==> config.mk <==
export PLATFORM = sky130hd
export DESIGN_NAME = rv32i_mem_stage
export DESIGN_NICKNAME = d
export VERILOG_FILES = /design/src/rtl/rv32i_mem_stage.sv
export SDC_FILE = /design/constraint.sdc
export NUM_CORES = 1
export LEC_CHECK = 0
export CAP_MARGIN = 10
export CORE_AREA = 2 2 123 125
export DETAILED_ROUTE_END_ITERATION = 10
export DIE_AREA = 0 0 125 127
export GPL_ROUTABILITY_DRIVEN = 0
export PLACE_DENSITY = 0.81
export SETUP_SLACK_MARGIN = 0.02
export SYNTH_ARGS = -nofsm -noshare
export SYNTH_HDL_FRONTEND = slang
export SYNTH_SLANG_ARGS = --single-unit
==> constraint.sdc <==
create_clock -name clk_i -period 2.7 [get_ports clk_i]
set_clock_uncertainty 0.15 [all_clocks]
set_input_delay 0.675 -clock clk_i [delete_from_list [all_inputs] [get_ports clk_i]]
set_output_delay 0.675 -clock clk_i [all_outputs]
set_load 0.05 [all_outputs]
==> src/rtl/rv32i_mem_stage.sv <==
// rtl/rv32i_mem_stage.sv - rv32i MEM stage: data-memory access, load alignment, MEM/WB register
package rv32i_core_pkg;

  typedef struct packed {
    logic [31:0] alu_result;
    logic [31:0] store_data;
    logic [31:0] pc_plus4;
    logic [4:0]  rd_addr;
    logic        reg_write;
    logic        wb_sel;
    logic        mem_read;
    logic        mem_write;
    logic [2:0]  funct3;
  } ex_mem_payload_t;

  typedef struct packed {
    logic [31:0] alu_result;
    logic [31:0] mem_rdata;
    logic [31:0] pc_plus4;
    logic [4:0]  rd_addr;
    logic        reg_write;
    logic        wb_sel;
  } mem_wb_payload_t;

endpackage

module rv32i_mem_stage
  import rv32i_core_pkg::*;
(
  input  logic            clk_i,
  input  logic            rst_ni,
  input  logic            ex_valid_i,
  input  ex_mem_payload_t ex_payload_i,
  output logic            ex_ready_o,
  output logic            dmem_req_o,
  output logic            dmem_we_o,
  output logic [31:0]     dmem_addr_o,
  output logic [3:0]      dmem_be_o,
  output logic [31:0]     dmem_wdata_o,
  input  logic            dmem_gnt_i,
  input  logic            dmem_rvalid_i,
  input  logic [31:0]     dmem_rdata_i,
  output logic            mem_valid_o,
  output mem_wb_payload_t mem_payload_o,
  output logic            mem_fault_o
);

  typedef enum logic [1:0] {IDLE, WAIT_GNT, WAIT_RVALID} state_t;

  state_t      state_q;
  logic [1:0]  off;
  logic [2:0]  f3;
  logic        is_store;
  logic        is_load;
  logic        is_mem;
  logic        acc_fault;
  logic        legal_mem;
  logic        accept;
  logic [3:0]  store_be;
  logic [31:0] store_wdata;
  logic [7:0]  ld_byte;
  logic [15:0] ld_half;
  logic [31:0] ld_data;

  // A store wins if EX ever flags both read and write.
  assign off       = ex_payload_i.alu_result[1:0];
  assign f3        = ex_payload_i.funct3;
  assign is_store  = ex_payload_i.mem_write;
  assign is_load   = ex_payload_i.mem_read && !ex_payload_i.mem_write;
  assign is_mem    = ex_payload_i.mem_read || ex_payload_i.mem_write;
  assign legal_mem = ex_valid_i && is_mem && !acc_fault;
  assign accept    = ex_valid_i && ex_ready_o;

  // Misalignment and illegal-funct3 detection for the instruction at the input.
  always_comb begin
    acc_fault = 1'b0;
    if (is_store) begin
      case (f3)
        3'b000:  acc_fault = 1'b0;
        3'b001:  acc_fault = off[0];
        3'b010:  acc_fault = (off != 2'b00);
        default: acc_fault = 1'b1;
      endcase
    end else if (is_load) begin
      case (f3)
        3'b000, 3'b100: acc_fault = 1'b0;
        3'b001, 3'b101: acc_fault = off[0];
        3'b010:         acc_fault = (off != 2'b00);
        default:        acc_fault = 1'b1;
      endcase
    end
  end

  // Byte enables and lane-replicated write data for stores.
  always_comb begin
    store_be    = 4'b1111;
    store_wdata = ex_payload_i.store_data;
    case (f3[1:0])
      2'b00: begin
        store_be    = 4'b0001 << off;
        store_wdata = {4{ex_payload_i.store_data[7:0]}};
      end
      2'b01: begin
        store_be    = off[1] ? 4'b1100 : 4'b0011;
        store_wdata = {2{ex_payload_i.store_data[15:0]}};
      end
      default: begin
        store_be    = 4'b1111;
        store_wdata = ex_payload_i.store_data;
      end
    endcase
  end

  assign dmem_we_o    = is_store;
  assign dmem_addr_o  = {ex_payload_i.alu_result[31:2], 2'b00};
  assign dmem_be_o    = is_store ? store_be : 4'b0000;
  assign dmem_wdata_o = store_wdata;

  // Pick the addressed byte/halfword out of the returned word and extend it.
  always_comb begin
    case (off)
      2'b00:   ld_byte = dmem_rdata_i[7:0];
      2'b01:   ld_byte = dmem_rdata_i[15:8];
      2'b10:   ld_byte = dmem_rdata_i[23:16];
      default: ld_byte = dmem_rdata_i[31:24];
    endcase
    ld_half = off[1] ? dmem_rdata_i[31:16] : dmem_rdata_i[15:0];
    case (f3)
      3'b000:  ld_data = {{24{ld_byte[7]}}, ld_byte};
      3'b100:  ld_data = {24'h0, ld_byte};
      3'b001:  ld_data = {{16{ld_half[15]}}, ld_half};
      3'b101:  ld_data = {16'h0, ld_half};
      default: ld_data = dmem_rdata_i;
    endcase
  end

  // Request and handshake decode; both forced low while reset is asserted.
  always_comb begin
    dmem_req_o = 1'b0;
    ex_ready_o = 1'b0;
    if (rst_ni) begin
      case (state_q)
        IDLE: begin
          dmem_req_o = legal_mem;
          ex_ready_o = ex_valid_i && (!is_mem || acc_fault || (is_store && dmem_gnt_i));
        end
        WAIT_GNT: begin
          dmem_req_o = 1'b1;
          ex_ready_o = dmem_gnt_i && is_store;
        end
        WAIT_RVALID: begin
          ex_ready_o = dmem_rvalid_i;
        end
        default: begin
          dmem_req_o = 1'b0;
          ex_ready_o = 1'b0;
        end
      endcase
    end
  end

  // Transaction FSM and MEM/WB pipeline register.
  always_ff @(posedge clk_i or negedge rst_ni) begin
    if (!rst_ni) begin
      state_q       <= IDLE;
      mem_valid_o   <= 1'b0;
      mem_fault_o   <= 1'b0;
      mem_payload_o <= '0;
    end else begin
      case (state_q)
        IDLE: begin
          if (legal_mem && !dmem_gnt_i)
            state_q <= WAIT_GNT;
          else if (legal_mem && is_load)
            state_q <= WAIT_RVALID;
        end
        WAIT_GNT: begin
          if (dmem_gnt_i)
            state_q <= is_load ? WAIT_RVALID : IDLE;
        end
        WAIT_RVALID: begin
          if (dmem_rvalid_i)
            state_q <= IDLE;
        end
        default: state_q <= IDLE;
      endcase

      mem_valid_o <= accept;
      if (accept) begin
        mem_fault_o              <= is_mem && acc_fault;
        mem_payload_o.alu_result <= ex_payload_i.alu_result;
        mem_payload_o.mem_rdata  <= (is_load && !acc_fault) ? ld_data : 32'h0;
        mem_payload_o.pc_plus4   <= ex_payload_i.pc_plus4;
        mem_payload_o.rd_addr    <= ex_payload_i.rd_addr;
        mem_payload_o.reg_write  <= ex_payload_i.reg_write && !(is_mem && acc_fault);
        mem_payload_o.wb_sel     <= ex_payload_i.wb_sel;
      end
    end
  end

endmodule

==> impl_metrics.tcl, run 1 <==
set metrics [dict create \
    status "complete, no violations" \
    tightestPinTransition_ns 0.9313 \
    sequentialPowerShare_pct 31.8 \
    dr_total_vias 5200 \
    min_delay_worst_type "in2async" \
    stdcell_count 968 \
    synth_area_mm2 0.005597 \
    clk_root_buffer_cell "sky130_fd_sc_hd__clkbuf_16" \
    power.density_cell_area_mw_per_mm2 641.1 \
    core-area_mm2 0.01442 \
    ant_nets 0 \
    critical_path.max_stage_delay_ns 0.35 \
    nets 924 \
    worst_path_dominant_cell_family "compound AO/OA/AOI/OAI gates" \
    fin_worst_hold_slack_ns 0.2272 \
    cts-root-to-sink-buffers 2 \
    critPathBufInv 2 \
    synthTopCellsByArea "sky130_fd_sc_hd__dfrtp_1 (48%), sky130_fd_sc_hd__mux2_2 (16%), sky130_fd_sc_hd__buf_4 (6.6%)" \
    dp.final_hpwl_um 15780 \
    top_level_ports 321 \
    clkSlewWorstSetupHoldPaths_ns 0.08 \
    synthSimpleGateAreaFrac_pct 5.276 \
    die-width_um 125 \
    quantity_of_i_o_buffers_inserted_on_ports 318 \
    ys_seq_elements 107 \
    cell_accounting_for_the_most_synthesized_area "sky130_fd_sc_hd__dfrtp_1" \
    fill_cells 1000 \
    rows 44 \
    synth-async-reset-ratio_pct 100.0 \
    grt_total_ovfl 0 \
    ctsHtreeMaxLevel 3 \
    dpl_cell_area_mm2 0.009579 \
    die-height_um 127 \
    clock_sinks 107 \
    ys.warnings.count 0 \
    diodes 0 \
    cellInternalPower_mw 3.737 \
    max_cap_violations 0 \
    place.detailed.instances 945 \
    clockPowerShare_pct 20.6 \
    r2r.worst_path.cells 6 \
    synth_compound_gate_area_share_pct 15.74 \
    seq_area_frac_synth_pct 47.84 \
    gr-usage-all-layers_pct 24.82 \
    finalWirelength_um 19950 \
    crit_path_start_kind "input port" \
    layout-area-overhead-vs-synth_pct 78.02 \
    worstPathMaxFanout 3 \
    cp_data_arrival_time_ns 1.82 \
    synthMuxAreaShare_pct 21.13 \
    fin_setup_tns_ns 0 \
    setup_repair_after_global_routing_missed_its_margin "yes" \
    cts_buffers 9 \
    vdd.ir_drop.worst_v 0.0005645 \
    worstSkewPairLatency_ns 0.36 \
    setup_viol 0 \
    worst_flop_to_flop_path_startpoint "state_q[0]" \
    utilization_pct 69.08 \
    critical_path.endpoint_type "output port" \
    post-route-drc-count 0 \
    synth_cell_types 48 \
    wl_per_cell_um 20.61 \
    cts_tree "built" \
    fraction_of_post_synthesis_cell_area_in_the_top_cell_type_by_area_pct 47.84 \
    switching_part_of_the_total_power_pct 41.49 \
    crit_chain "buf_2 -> nor4_4 -> o21ai_4 -> a221oi_4 -> a211oi_4 -> buf_12" \
    report.final.hold_viol_count 0 \
    synth_xor_xnor_area_share_pct 0 \
    synth_enable_flop_cells 0 \
    postLayoutCellArea_mm2 0.009963 \
    pin_count_of_the_biggest_net_entering_global_routing 58 \
    initial_core_util_pct 38.80 \
    timing.final.crit_share_pct 98.09 \
    switchingPower_mw 2.650 \
    worst_path_max_delay_cell "sky130_fd_sc_hd__nor4_4" \
    final_max_slew_viol_count 0 \
    leakage_nw 4.235 \
    antenna_found_initial 0 \
    vias_per_cell 5.372 \
    crit_reg_reg_endpoint "mem_payload_o[20]" \
    vias_in_the_first_global_route 5703 \
    largest_family_of_logic_cells_by_synthesized_area "multiplexers" \
    synthesis.instances 466 \
    floorplan.die_area_mm2 0.01588 \
    ys_dominant_reg_cell "sky130_fd_sc_hd__dfrtp_1" \
    synth_area_per_cell_um2 12.01 \
    rrSetupSlack_ns 0.33 \
    comb_power_share_pct 47.7 \
    layout-drive-gt1-share_pct 32.65 \
    finalWorstPathRequiredPeriod_ns 2.648 \
    criticalPathCategory "in2out" \
    post_synth_adder_cell_area_pct 0 \
    detailedRoute.firstPassIterationCount 5 \
    grt_first_pass_wirelength_um 31080 \
    first_iteration_detailed_routing_drc_count 363 \
    fmax_mhz 377.6 \
    worst-endpoint-required_ns 1.88 \
    timing.slew.headroom_pct 37.43 \
]
[sequential cells by signal, summed over array words and instances (netlist names)]
register / cells
mem_payload_o: 103
state_q: 2
mem_fault_o: 1
mem_valid_o: 1
[per-layer routing]
layer  track usage, %  vias to the layer above  share of wire [%]
met5                0                        -                  0
met4            8.627                        0                2.5
met3            7.203                       37                8.7
met2            44.05                      301                 52
met1            28.81                     2545                 37
li1                 -                     2317                  -
[cells in the final DEF, fill, tap and decap left out, types with 3 or more instances in the layout]
master,netlist,routed
sky130_fd_sc_hd__o2bb2ai_1,15,15
sky130_fd_sc_hd__o21ai_2,0,8
sky130_fd_sc_hd__nand3_1,3,3
sky130_fd_sc_hd__buf_2,2,3
sky130_fd_sc_hd__mux2_1,15,15
sky130_fd_sc_hd__clkdlybuf4s50_1,0,239
sky130_fd_sc_hd__dfrtp_1,107,107
sky130_fd_sc_hd__o21a_1,5,5
sky130_fd_sc_hd__a21oi_1,6,5
sky130_fd_sc_hd__inv_1,7,7
sky130_fd_sc_hd__a222oi_1,8,8
sky130_fd_sc_hd__and2_1,3,3
sky130_fd_sc_hd__nand2_1,27,27
sky130_fd_sc_hd__a221oi_1,8,7
sky130_fd_sc_hd__nor2b_1,4,3
sky130_fd_sc_hd__clkbuf_16,0,9
sky130_fd_sc_hd__dlygate4sd2_1,0,3
sky130_fd_sc_hd__o211ai_1,17,17
sky130_fd_sc_hd__mux2_2,80,80
sky130_fd_sc_hd__mux2i_1,9,9
sky130_fd_sc_hd__a22o_1,23,23
sky130_fd_sc_hd__nor2_1,9,8
sky130_fd_sc_hd__buf_12,2,63
sky130_fd_sc_hd__buf_4,49,67
[power by group through the flow]
stage	registers (mW)	clock network [mW]	logic, mW
global route	2.06	1.41	3.15
detailed placement	2.05	0	3.04
CTS	2.03	1.34	3.06
finish	2.03	1.31	3.04
floorplan	2.99	0	0.825
global placement	2.03	0	3.00
[Yosys cell counts, types with 7 or more instances]
master	n
sky130_fd_sc_hd__a221oi_1	8
sky130_fd_sc_hd__a222oi_1	8
sky130_fd_sc_hd__a22o_1	23
sky130_fd_sc_hd__buf_4	49
sky130_fd_sc_hd__clkbuf_1	18
sky130_fd_sc_hd__dfrtp_1	107
sky130_fd_sc_hd__inv_1	7
sky130_fd_sc_hd__mux2_1	15
sky130_fd_sc_hd__mux2_2	80
sky130_fd_sc_hd__mux2i_1	9
sky130_fd_sc_hd__nand2_1	27
sky130_fd_sc_hd__nor2_1	9
sky130_fd_sc_hd__o211ai_1	17
sky130_fd_sc_hd__o21ai_0	11
sky130_fd_sc_hd__o2bb2ai_1	15
[how the worst max path moves through the flow]
stage                    startpoint                 to  slack (ns)  depth (start not counted)
floorplan           ex_payload_i[0]         ex_ready_o       -0.04                          6
global placement    ex_payload_i[0]         ex_ready_o       -0.45                          6
detailed placement  ex_payload_i[0]  mem_payload_o[32]       -0.50                          7
CTS                 ex_payload_i[0]         ex_ready_o        0.03                          7
global route        ex_payload_i[2]         ex_ready_o        0.01                          6
finish              ex_payload_i[2]         ex_ready_o        0.05                          6
[cells by family (layout without fill, tap and decap cells)]
| kind of cell | count (synthesis) | count (layout) |
|---|---|---|
| other | 1 | 2 |
| muxes | 105 | 105 |
| AOI/OAI and AO/OA | 109 | 109 |
| buffers and inverters | 84 | 401 |
| and+or+nand+nor | 60 | 60 |
| DFF | 107 | 107 |
[layout make-up]
class	count	area [um^2]	share of cell area [%]
clock inverter	7	68.82	0.6907
sequential	107	2678	26.87
tap	184	230.2	2.311
clock buffer	9	225.2	2.260
multi-input combinational	276	2505	25.14
inverter	7	26.28	0.2637
timing repair buffer	378	4230	42.46
[through the flow]
stage,worst slack [ns],total power [mW]
4_1_cts,0.02886,6.426
2_1_floorplan,-0.04216,3.812
5_1_grt,0.01406,6.617
6_report,0.05153,6.387
3_3_place_gp,-0.4455,5.029
3_5_place_dp,-0.4990,5.094
[repair_timing]
item	4_1_cts	5_1_grt
pin swaps	7	6
setup buffers	5	1
gates cloned	0	0
hold buffers	1	0
endpoints found under the setup margin	125	2
hold endpoints to repair	2	0
resized for setup	35	4
No activity file was read; power rests on OpenSTA's default activity.
==> inputs of run 2 (changes only) <==
--- a/config.mk
+++ b/config.mk
@@ -12,6 +12,7 @@
 export GPL_ROUTABILITY_DRIVEN = 0
 export PLACE_DENSITY = 0.81
 export SETUP_SLACK_MARGIN = 0.02
+export SLEW_MARGIN = 5
 export SYNTH_ARGS = -nofsm -noshare
 export SYNTH_HDL_FRONTEND = slang
 export SYNTH_SLANG_ARGS = --single-unit
==> results of run 2 <==
Final layout, timing and power as in run 1 (identical DEF).
==> inputs of run 3 (changes only) <==
--- a/config.mk
+++ b/config.mk
@@ -11,6 +11,7 @@
 export DIE_AREA = 0 0 125 127
 export GPL_ROUTABILITY_DRIVEN = 0
 export PLACE_DENSITY = 0.81
+export RECOVER_POWER = 25
 export SETUP_SLACK_MARGIN = 0.02
 export SLEW_MARGIN = 5
 export SYNTH_ARGS = -nofsm -noshare
==> run 3 against run 2 <==
Effect of this change:
- the run now ends with max-capacitance violations, max-slew violations left
- clock power barely moved
- sequential power about the same
- combinational power is essentially flat
- design area fell by 0.10%
- via count down 0.29%
- die area unchanged
- non-clock buffer count unchanged
- register-to-register slack hardly changed
- critical path depth unchanged
- critical path type unchanged
==> impl_metrics.tcl, run 3 (synthesized netlist as in run 1, its figures left out) <==
set metrics [dict create \
    post-route-drc-count 0 \
    postLayoutCellArea_mm2 0.009953 \
    cellInternalPower_mw 3.735 \
    setup_viol 0 \
    stdcell_count 968 \
    wl_per_cell_um 20.60 \
    worstPathMaxFanout 3 \
    cts_tree "built" \
    finalPower_mw 6.383 \
    worstSetupStartpoint "ex_payload_i[2]" \
    crit_chain "buf_2 -> nor4_4 -> o21ai_4 -> a221oi_4 -> a211oi_4 -> buf_12" \
    ant_nets 0 \
    timing.final.crit_share_pct 98.10 \
    largest_register "mem_payload_o" \
    clockPowerShare_pct 20.5 \
    comb_power_share_pct 47.7 \
    post-route-worst-setup-slack_ns 0.05135 \
    criticalPathCategory "in2out" \
    violations "max-capacitance violations, max-slew violations" \
    nets 924 \
    clkSlewWorstSetupHoldPaths_ns 0.08 \
    largest_registers "mem_payload_o: 103 flops, state_q: 2 flops" \
    dp.final_hpwl_um 15780 \
    initial_core_util_pct 38.80 \
    vdd.ir_drop.worst_v 0.0005645 \
    vias_per_cell 5.356 \
    cts_buffers 9 \
    fmax_mhz 377.6 \
    layout.cells.most_common_list "sky130_fd_sc_hd__clkdlybuf4s50_1 (239), sky130_fd_sc_hd__dfrtp_1 (107), sky130_fd_sc_hd__mux2_2 (80), sky130_fd_sc_hd__buf_4 (64), sky130_fd_sc_hd__buf_12 (63)" \
    largest_register_ff_count 103 \
    dpl_cell_area_mm2 0.009579 \
    worst_path_max_delay_cell "sky130_fd_sc_hd__nor4_4" \
    detailedRoute.firstPassIterationCount 8 \
    r2r.worst_path.cells 6 \
    ctsHtreeMaxLevel 3 \
    crit_reg_reg_endpoint "mem_payload_o[20]" \
    layout-area-overhead-vs-synth_pct 77.84 \
    utilization_pct 69.01 \
    max_cap_violations 1 \
    status "finished with violations" \
    switching_part_of_the_total_power_pct 41.48 \
    worst-endpoint-required_ns 1.88 \
    tightestPinTransition_ns 1.845 \
    antenna_found_initial 0 \
    vias_in_the_first_global_route 5703 \
    place.detailed.instances 945 \
    final_max_slew_viol_count 33 \
    path_depth 6 \
    die-width_um 125 \
    critPathCapture "ex_ready_o" \
    rrSetupSlack_ns 0.33 \
    top_level_ports 321 \
    grt_total_ovfl 0 \
    gr-usage-all-layers_pct 24.82 \
    clock_sinks 107 \
    rows 44 \
    pin_count_of_the_biggest_net_entering_global_routing 58 \
    worstSkewPairLatency_ns 0.36 \
    finalWirelength_um 19940 \
    layout-drive-gt1-share_pct 32.40 \
    min-delay-start "mem_payload_o[53]" \
    setup_repair_after_global_routing_missed_its_margin "yes" \
    dr_total_vias 5185 \
    mostFrequentLayoutCell "sky130_fd_sc_hd__clkdlybuf4s50_1" \
    critPathBufInv 2 \
    report.final.hold_viol_count 0 \
    fill_cells 1002 \
    worst_path_dominant_cell_family "compound AO/OA/AOI/OAI gates" \
    post-place-ws_ns -0.4990 \
    critical_path.max_stage_delay_ns 0.35 \
    die-height_um 127 \
    critical_path.endpoint_type "output port" \
    crit_path_start_kind "input port" \
    min_delay_worst_type "reg2reg" \
    sequentialPowerShare_pct 31.8 \
    cp_data_arrival_time_ns 1.82 \
    finalWorstPathRequiredPeriod_ns 2.649 \
    floorplan.die_area_mm2 0.01588 \
    power.density_cell_area_mw_per_mm2 641.3 \
    timing.slew.headroom_pct -22.98 \
    switchingPower_mw 2.648 \
    clk_root_buffer_cell "sky130_fd_sc_hd__clkbuf_16" \
    worst_flop_to_flop_path_startpoint "state_q[0]" \
    grt_first_pass_wirelength_um 31080 \
    diodes 0 \
    fin_worst_hold_slack_ns 0.3472 \
    fin_setup_tns_ns 0 \
    first_iteration_detailed_routing_drc_count 382 \
    core-area_mm2 0.01442 \
    quantity_of_i_o_buffers_inserted_on_ports 318 \
    cts-root-to-sink-buffers 2 \
    leakage_nw 4.227 \
]
==> run 3: changes by cell type in the layout (fill, tap and decap cells not counted) <==
| cell | delta |
|---|---|
| sky130_fd_sc_hd__clkbuf_2 | +1 |
| sky130_fd_sc_hd__clkbuf_1 | +2 |
| sky130_fd_sc_hd__buf_4 | -3 |
==> run 3: area by class of cell <==
type,count,area (um^2),share of cell area [%]
multi-input cells,276,2505,25.17
flip-flops and latches,107,2678,26.90
clock buffers,9,225.2,2.263
repair buffers,378,4220,42.40
clock inverters,7,68.82,0.6914
inverters,7,26.28,0.2640
well taps,184,230.2,2.313
==> run 3: worst min path at each step <==
stage                        end  slack [ns]  depth (start not counted)
6_report       mem_payload_o[53]        0.35                          1
3_3_place_gp   mem_payload_o[44]        0.32                          1
4_1_cts               state_q[1]        0.22                          2
5_1_grt        mem_payload_o[51]        0.36                          1
3_5_place_dp   mem_payload_o[53]        0.32                          1
2_1_floorplan        mem_fault_o        0.23                          0
==> run 3: what timing repair did <==
| action | 4_1_cts | 5_1_grt |
|---|---|---|
| hold buffers | 1 | 0 |
| resized for setup | 35 | 4 |
| endpoints found under the setup margin | 125 | 2 |
| setup buffers | 5 | 1 |
| endpoints found under the hold margin | 2 | 0 |
| pin swaps | 7 | 6 |
==> run 3: power groups by stage <==
stage	Clock [mW]	Combinational [mW]	Sequential, mW
5_1_grt	1.41	3.15	2.06
2_1_floorplan	0	0.825	2.99
6_report	1.31	3.04	2.03
4_1_cts	1.34	3.06	2.03
3_5_place_dp	0	3.04	2.05
3_3_place_gp	0	3.00	2.03
==> run 3: layer usage <==
metal,vias to the layer above,routed length [um],GRT usage (%)
met3,41,1661,7.203
li1,2318,-,-
met5,-,0,0
met2,284,10310,44.05
met4,0,531,8.627
met1,2542,7435,28.81
